**src/rtl/sdram_wb_arbiter.sv**
```systemverilog
// Two-master Wishbone arbiter (m0 = instruction fetch, m1 = data) in front of a single-port SDRAM slave.
// Define SDRAM_ARB_RR_EN for round-robin on simultaneous requests; default build gives m1 fixed priority.
module sdram_wb_arbiter #(
  parameter int unsigned TIMEOUT = 1023,
  parameter int unsigned TMR_W   = 16
) (
  input  logic        clk_sys,
  input  logic        rst_n_i,
  input  logic        m0_cyc_i,
  input  logic        m0_stb_i,
  input  logic        m0_we_i,
  input  logic [3:0]  m0_sel_i,
  input  logic [31:0] m0_adr_i,
  input  logic [31:0] m0_dat_i,
  output logic [31:0] m0_dat_o,
  output logic        m0_ack_o,
  output logic        m0_err_o,
  input  logic        m1_cyc_i,
  input  logic        m1_stb_i,
  input  logic        m1_we_i,
  input  logic [3:0]  m1_sel_i,
  input  logic [31:0] m1_adr_i,
  input  logic [31:0] m1_dat_i,
  output logic [31:0] m1_dat_o,
  output logic        m1_ack_o,
  output logic        m1_err_o,
  output logic        s_cyc_o,
  output logic        s_stb_o,
  output logic        s_we_o,
  output logic [3:0]  s_sel_o,
  output logic [31:0] s_adr_o,
  output logic [31:0] s_dat_o,
  input  logic [31:0] s_dat_i,
  input  logic        s_ack_i,
  output logic [1:0]  grant_o
);

  typedef enum logic [1:0] {ST_IDLE, ST_BUSY, ST_RELEASE} state_t;

  localparam bit               TMO_EN   = (TIMEOUT != 0);
  localparam logic [TMR_W-1:0] TMO_LAST = TMR_W'((TIMEOUT == 0) ? 0 : TIMEOUT - 1);

  state_t            r_state;
  state_t            w_state_nxt;
  logic [TMR_W-1:0]  r_timer;
  logic              r_rel_wait;
  logic [1:0]        r_grant;
  logic              r_s_cyc;
  logic              r_s_we;
  logic [3:0]        r_s_sel;
  logic [31:0]       r_s_adr;
  logic [31:0]       r_s_dat;
  logic [31:0]       r_m0_dat;
  logic [31:0]       r_m1_dat;
  logic              r_m0_ack;
  logic              r_m1_ack;
  logic              r_m0_err;
  logic              r_m1_err;

  logic              w_req0;
  logic              w_req1;
  logic              w_win_m1;
  logic              w_start;
  logic              w_done_ack;
  logic              w_done_tmo;
  logic              w_rel_exit;

  assign w_req0 = m0_cyc_i & m0_stb_i;
  assign w_req1 = m1_cyc_i & m1_stb_i;

`ifdef SDRAM_ARB_RR_EN
  logic r_last_grant;  // 1 = m1 was the previous owner

  // On a tie the master that did not own the slave last time wins.
  assign w_win_m1 = w_req1 & (~w_req0 | ~r_last_grant);

  always_ff @(posedge clk_sys or negedge rst_n_i) begin
    if (!rst_n_i) begin
      r_last_grant <= 1'b1;
    end else if (w_rel_exit) begin
      r_last_grant <= r_grant[1];
    end
  end
`else
  assign w_win_m1 = w_req1;
`endif

  always_comb begin
    // NOTE: every signal written here gets a default first, so no path can infer a latch.
    w_state_nxt = r_state;
    w_start     = 1'b0;
    w_done_ack  = 1'b0;
    w_done_tmo  = 1'b0;
    w_rel_exit  = 1'b0;
    unique case (r_state)
      ST_IDLE: begin
        if (w_req0 | w_req1) begin
          w_start     = 1'b1;
          w_state_nxt = ST_BUSY;
        end
      end
      ST_BUSY: begin
        if (s_ack_i) begin
          w_done_ack  = 1'b1;
          w_state_nxt = ST_RELEASE;
        end else if (TMO_EN && (r_timer == TMO_LAST)) begin
          w_done_tmo  = 1'b1;
          w_state_nxt = ST_RELEASE;
        end
      end
      ST_RELEASE: begin
        // The slave keeps ack up until it sees cyc low; wait it out plus one settle cycle.
        if (r_rel_wait && !s_ack_i) begin
          w_rel_exit  = 1'b1;
          w_state_nxt = ST_IDLE;
        end
      end
      default: w_state_nxt = ST_IDLE;
    endcase
  end

  always_ff @(posedge clk_sys or negedge rst_n_i) begin
    if (!rst_n_i) begin
      r_state    <= ST_IDLE;
      r_timer    <= '0;
      r_rel_wait <= 1'b0;
      r_grant    <= 2'b00;
      r_s_cyc    <= 1'b0;
      r_s_we     <= 1'b0;
      r_s_sel    <= '0;
      r_s_adr    <= '0;
      r_s_dat    <= '0;
      r_m0_dat   <= '0;
      r_m1_dat   <= '0;
      r_m0_ack   <= 1'b0;
      r_m1_ack   <= 1'b0;
      r_m0_err   <= 1'b0;
      r_m1_err   <= 1'b0;
    end else begin
      // NOTE: non-blocking assignments so every register here updates from pre-edge values.
      r_state  <= w_state_nxt;
      r_m0_ack <= 1'b0;
      r_m1_ack <= 1'b0;
      r_m0_err <= 1'b0;
      r_m1_err <= 1'b0;

      if (w_start) begin
        r_s_cyc <= 1'b1;
        r_s_we  <= w_win_m1 ? m1_we_i  : m0_we_i;
        r_s_sel <= w_win_m1 ? m1_sel_i : m0_sel_i;
        r_s_adr <= w_win_m1 ? m1_adr_i : m0_adr_i;
        r_s_dat <= w_win_m1 ? m1_dat_i : m0_dat_i;
        r_grant <= w_win_m1 ? 2'b10 : 2'b01;
        r_timer <= '0;
      end else if (r_state == ST_BUSY) begin
        r_timer <= r_timer + TMR_W'(1);
      end

      if (w_done_ack || w_done_tmo) begin
        r_s_cyc    <= 1'b0;
        r_rel_wait <= 1'b0;
      end

      if (w_done_ack) begin
        r_m0_ack <= r_grant[0];
        r_m1_ack <= r_grant[1];
        if (!r_s_we) begin
          if (r_grant[1]) r_m1_dat <= s_dat_i;
          else            r_m0_dat <= s_dat_i;
        end
      end

      if (w_done_tmo) begin
        r_m0_err <= r_grant[0];
        r_m1_err <= r_grant[1];
      end

      if (r_state == ST_RELEASE) r_rel_wait <= 1'b1;
      if (w_rel_exit)            r_grant    <= 2'b00;
    end
  end

  assign s_cyc_o  = r_s_cyc;
  assign s_stb_o  = r_s_cyc;
  assign s_we_o   = r_s_we;
  assign s_sel_o  = r_s_sel;
  assign s_adr_o  = r_s_adr;
  assign s_dat_o  = r_s_dat;
  assign grant_o  = r_grant;
  assign m0_dat_o = r_m0_dat;
  assign m1_dat_o = r_m1_dat;
  assign m0_ack_o = r_m0_ack;
  assign m1_ack_o = r_m1_ack;
  assign m0_err_o = r_m0_err;
  assign m1_err_o = r_m1_err;

endmodule

```
**config.mk**
```make
export PLATFORM = sky130hd
export DESIGN_NAME = sdram_wb_arbiter
export DESIGN_NICKNAME = d
export VERILOG_FILES = /design/src/rtl/sdram_wb_arbiter.sv
export SDC_FILE = /design/constraint.sdc
export NUM_CORES = 1
export LEC_CHECK = 0
export ABC_AREA = 1
export CAP_MARGIN = 0
export CORE_MARGIN = 8
export CORE_UTILIZATION = 46
export CTS_BUF_LIST = sky130_fd_sc_hd__clkbuf_4
export CTS_CLUSTER_DIAMETER = 150
export DETAILED_ROUTE_END_ITERATION = 8
export MAX_ROUTING_LAYER = met4
export PLACE_DENSITY = 0.93
export SETUP_SLACK_MARGIN = 0.2
export SLEW_MARGIN = 10
export SYNTH_ARGS = -nofsm -noshare
export SYNTH_HDL_FRONTEND = slang
export SYNTH_SLANG_ARGS = --single-unit
export TNS_END_PERCENT = 10
```
**constraint.sdc**
```tcl
create_clock -name clk_sys -period 2.2 [get_ports clk_sys]
set_clock_uncertainty 0.05 [all_clocks]
set_input_delay 0.44 -clock clk_sys [delete_from_list [all_inputs] [get_ports clk_sys]]
set_output_delay 0.44 -clock clk_sys [all_outputs]
set_load 0.05 [all_outputs]
```
==> qor.txt <==
Status: finished, final reports clean
Final HPWL DP: 18.2 mm
Router iterations before antenna repair: 5
Max-cap violation count: 0
Worst setup EP type: output port
Critical path launch point type: register
Seq cells post-synth: 159
Setup_tns: 0 ns
Post-layout min period: 1.97 ns
Gpl congestion: 0.929
H-tree depth: 4
Placed cells: 1272
Number of buffers created by CTS: 17
Die width: 137 µm
Crit-path max FO: 2
DRT iter0 DRCs: 329
Max clock buf depth: 2
Fin cells: 1305
Commonest cells post-synth: nand2_1 (219), dfrtp_1 (159), nor2_1 (132)
Power per standard cell area: 1540 mW/mm²
ANT nets after route: 0
FP Rows: 44
Worst r2r src: r_state[1]$_DFFE_PN0P_
Sequential area share after synthesis: 58.7%
Kind of critical path: register to output port
Most common cell in the netlist: nand2_1
Avg Cell Area, Syn: 8.51 µm²
Root Driver: clkbuf_4
Clk_lat worst skew: 0.54 ns
Critical path arrival: 1.48 ns
Sink Count: 159
Avg WL per Cell: 17.5 µm
Post-synth top flop: dfrtp_1
Crit path launch: s_adr_o[8]$_DFFE_PN0P_
Synth-to-layout area growth: 54.7%
RSZ-0062 raised after global routing: yes
Initial Util: 46.8%
# IOs: 318
Post-route clock period utilization: 89.4%
Synthesized cell area: 0.00678 mm²
Final nets: 1287
Final setup vio count: 0
Die Y: 137 µm
CP Cell Sequence: dlygate4sd2_1
Critical Path RT: 1.71 ns
P_leak: 4.80 nW
Cells after synthesis: 797
Post-CTS Setup Bufs: 0
Area contributors post-synth: dfrtp_1 (59%), nand2_1 (12%), nor2_1 (7.3%)
Yosys top cell by area: dfrtp_1
Slew @ Worst Pin: 0.612 ns
Antenna violations before repair: 0
IO buf count: 317
Number of global-route vias before repair: 6600
Slew Limit Headroom: 59.2%
CTS tree: done
Hold Path Origin: s_dat_i[29]
Pin count of the biggest net entering global routing: 66
Core area: 0.0145 mm²
Fillers: 1047
CP delay by family, top: buffers and inverters
CP max-delay cell: dlygate4sd2_1
Fmax: 0.509 GHz
Final Slew Violations: 0
Via density: 5.12
Max VDD drop: 0.769 mV
Total congestion overflow: 0
Post-Route WL: 22.8 mm
Clock Pin Slew Worst Setup and Hold Paths: 0.16 ns
Yosys top cell area share: 58.7%
Post-synth ARST share: 100%
Share of layout cells above drive strength 1: 9.46%
Via count: 6680
Hold Vio Cnt, Final: 0
Critical path buffer and inverter count: 1
Overall routing resource usage: 24.3%
Syn_nets: 976
Die area: 0.0189 mm²
Warnings, synthesis: 0
Ant. Diodes: 0
DRC: 0
HP Class: input pin to register
Slowest cell delay on critical path: 0.56 ns
EDFF count, synth: 0
First-pass GRT wire length: 34.1 mm
Netlist cell types: 23
## report_power, final
| group | internal (mW) | switching [mW] |
|---|---|---|
| Clock | 0.708 | 1.10 |
| Sequential | 4.23 | 0.775 |
| Combinational | 2.58 | 6.74 |
## worst register-to-register path, cell delays in order, from the launching register on
cell and delay (ns):
dfrtp_1 0.42, inv_2 0.07, nand2_2 0.10, inv_1 0.29, nand2_1 0.20, nor2_1 0.23, nor2_1 0.06, nor3_1 0.19
## layout by cell type (no fill, tap or decap), drive strengths merged, types with 2 or more instances in the layout
cell           instances
buf                   25
nor3                   9
a21oi                 40
nor2                 133
clkinvlp               4
dfrtp                159
ha                     2
inv                   63
o21ai                 40
clkbuf                28
clkdlybuf4s50        175
nand4                  6
dlygate4sd2           41
a31oi                 69
bufinv                 2
clkdlybuf4s15         84
clkinv                 5
nand3                 12
nand2                220
## kinds of logic (layout without fill, tap and decap cells)
group,after synthesis,count (layout),synth area share [%]
AOI/OAI and AO/OA,152,152,12.8
and+or+nand+nor,380,380,21.9
adders and majority gates,2,2,0.369
DFF,159,159,58.7
buffers and inverters,104,428,6.29
## registers in the layout, summed over array words and instances (netlist names)
| register | cells |
|---|---|
| grant_o | 2 |
| m0_ack_o | 1 |
| m0_dat_o | 32 |
| m0_err_o | 1 |
| m1_ack_o | 1 |
| m1_dat_o | 32 |
| m1_err_o | 1 |
| r_rel_wait | 1 |
| r_state | 2 |
| r_timer | 16 |
| s_adr_o | 32 |
| s_cyc_o | 1 |
| s_dat_o | 32 |
| s_sel_o | 4 |
| s_we_o | 1 |
## layer usage
| layer | routed length (µm) | share of wire, % | track usage [%] | vias up |
|---|---|---|---|---|
| li1 | - | - | - | 3205 |
| met1 | 8300 | 36 | 26.5 | 3102 |
| met2 | 11400 | 50 | 40.7 | 325 |
| met3 | 2270 | 9.9 | 6.93 | 48 |
| met4 | 855 | 3.7 | 10.7 | 0 |
| met5 | 0 | 0 | - | - |
## per-stage QoR
stage	setup slack [ns]	area [µm²]	power (mW)	hold WS, ns	util (%)
after floorplan	0.588	6780	11.2	0.0944	-
final	0.234	10500	16.1	0.358	72.4
after CTS	0.200	10500	16.3	0.322	72.7
after global routing	0.160	10500	16.9	0.322	72.4
after detailed placement	0.0922	10200	15.1	0.423	70.7
after global placement	0.216	10200	14.8	0.415	70.7
## what timing repair did
item | 4_1_cts | 5_1_grt
endpoints found under the hold margin | 60 | 0
resized for setup | 255 | 15
setup endpoints to repair | 135 | 100
hold buffers | 1 | 0
cloned | 0 | 0
## worst paths after layout
path | end | slack, ns | depth (start not counted)
worst max-delay path | s_adr_o[8] | 0.23 | 1
worst min-delay path | m1_dat_o[29]$_DFFE_PN0P_ | 0.36 | 3
worst max register to register | r_timer[10]$_DFFE_PN0P_ | 0.51 | 7
worst min register to register | m0_dat_o[3]$_DFFE_PN0P_ | 0.45 | 2
max in group asynchronous | s_adr_o[17]$_DFFE_PN0P_ | 1.07 | 3
min in group asynchronous | m0_dat_o[20]$_DFFE_PN0P_ | 0.39 | 2
## area by class of cell
cell class	count	area (µm²)	area share [%]
clock buffers	18	135	1.29
clock inverters	14	161	1.54
inverters	60	225	2.15
multi-input cells	534	2380	22.7
flip-flops and latches	159	3980	37.9
well taps	184	230	2.20
repair buffers	336	3380	32.2
No activity file was read; power rests on OpenSTA's default activity.
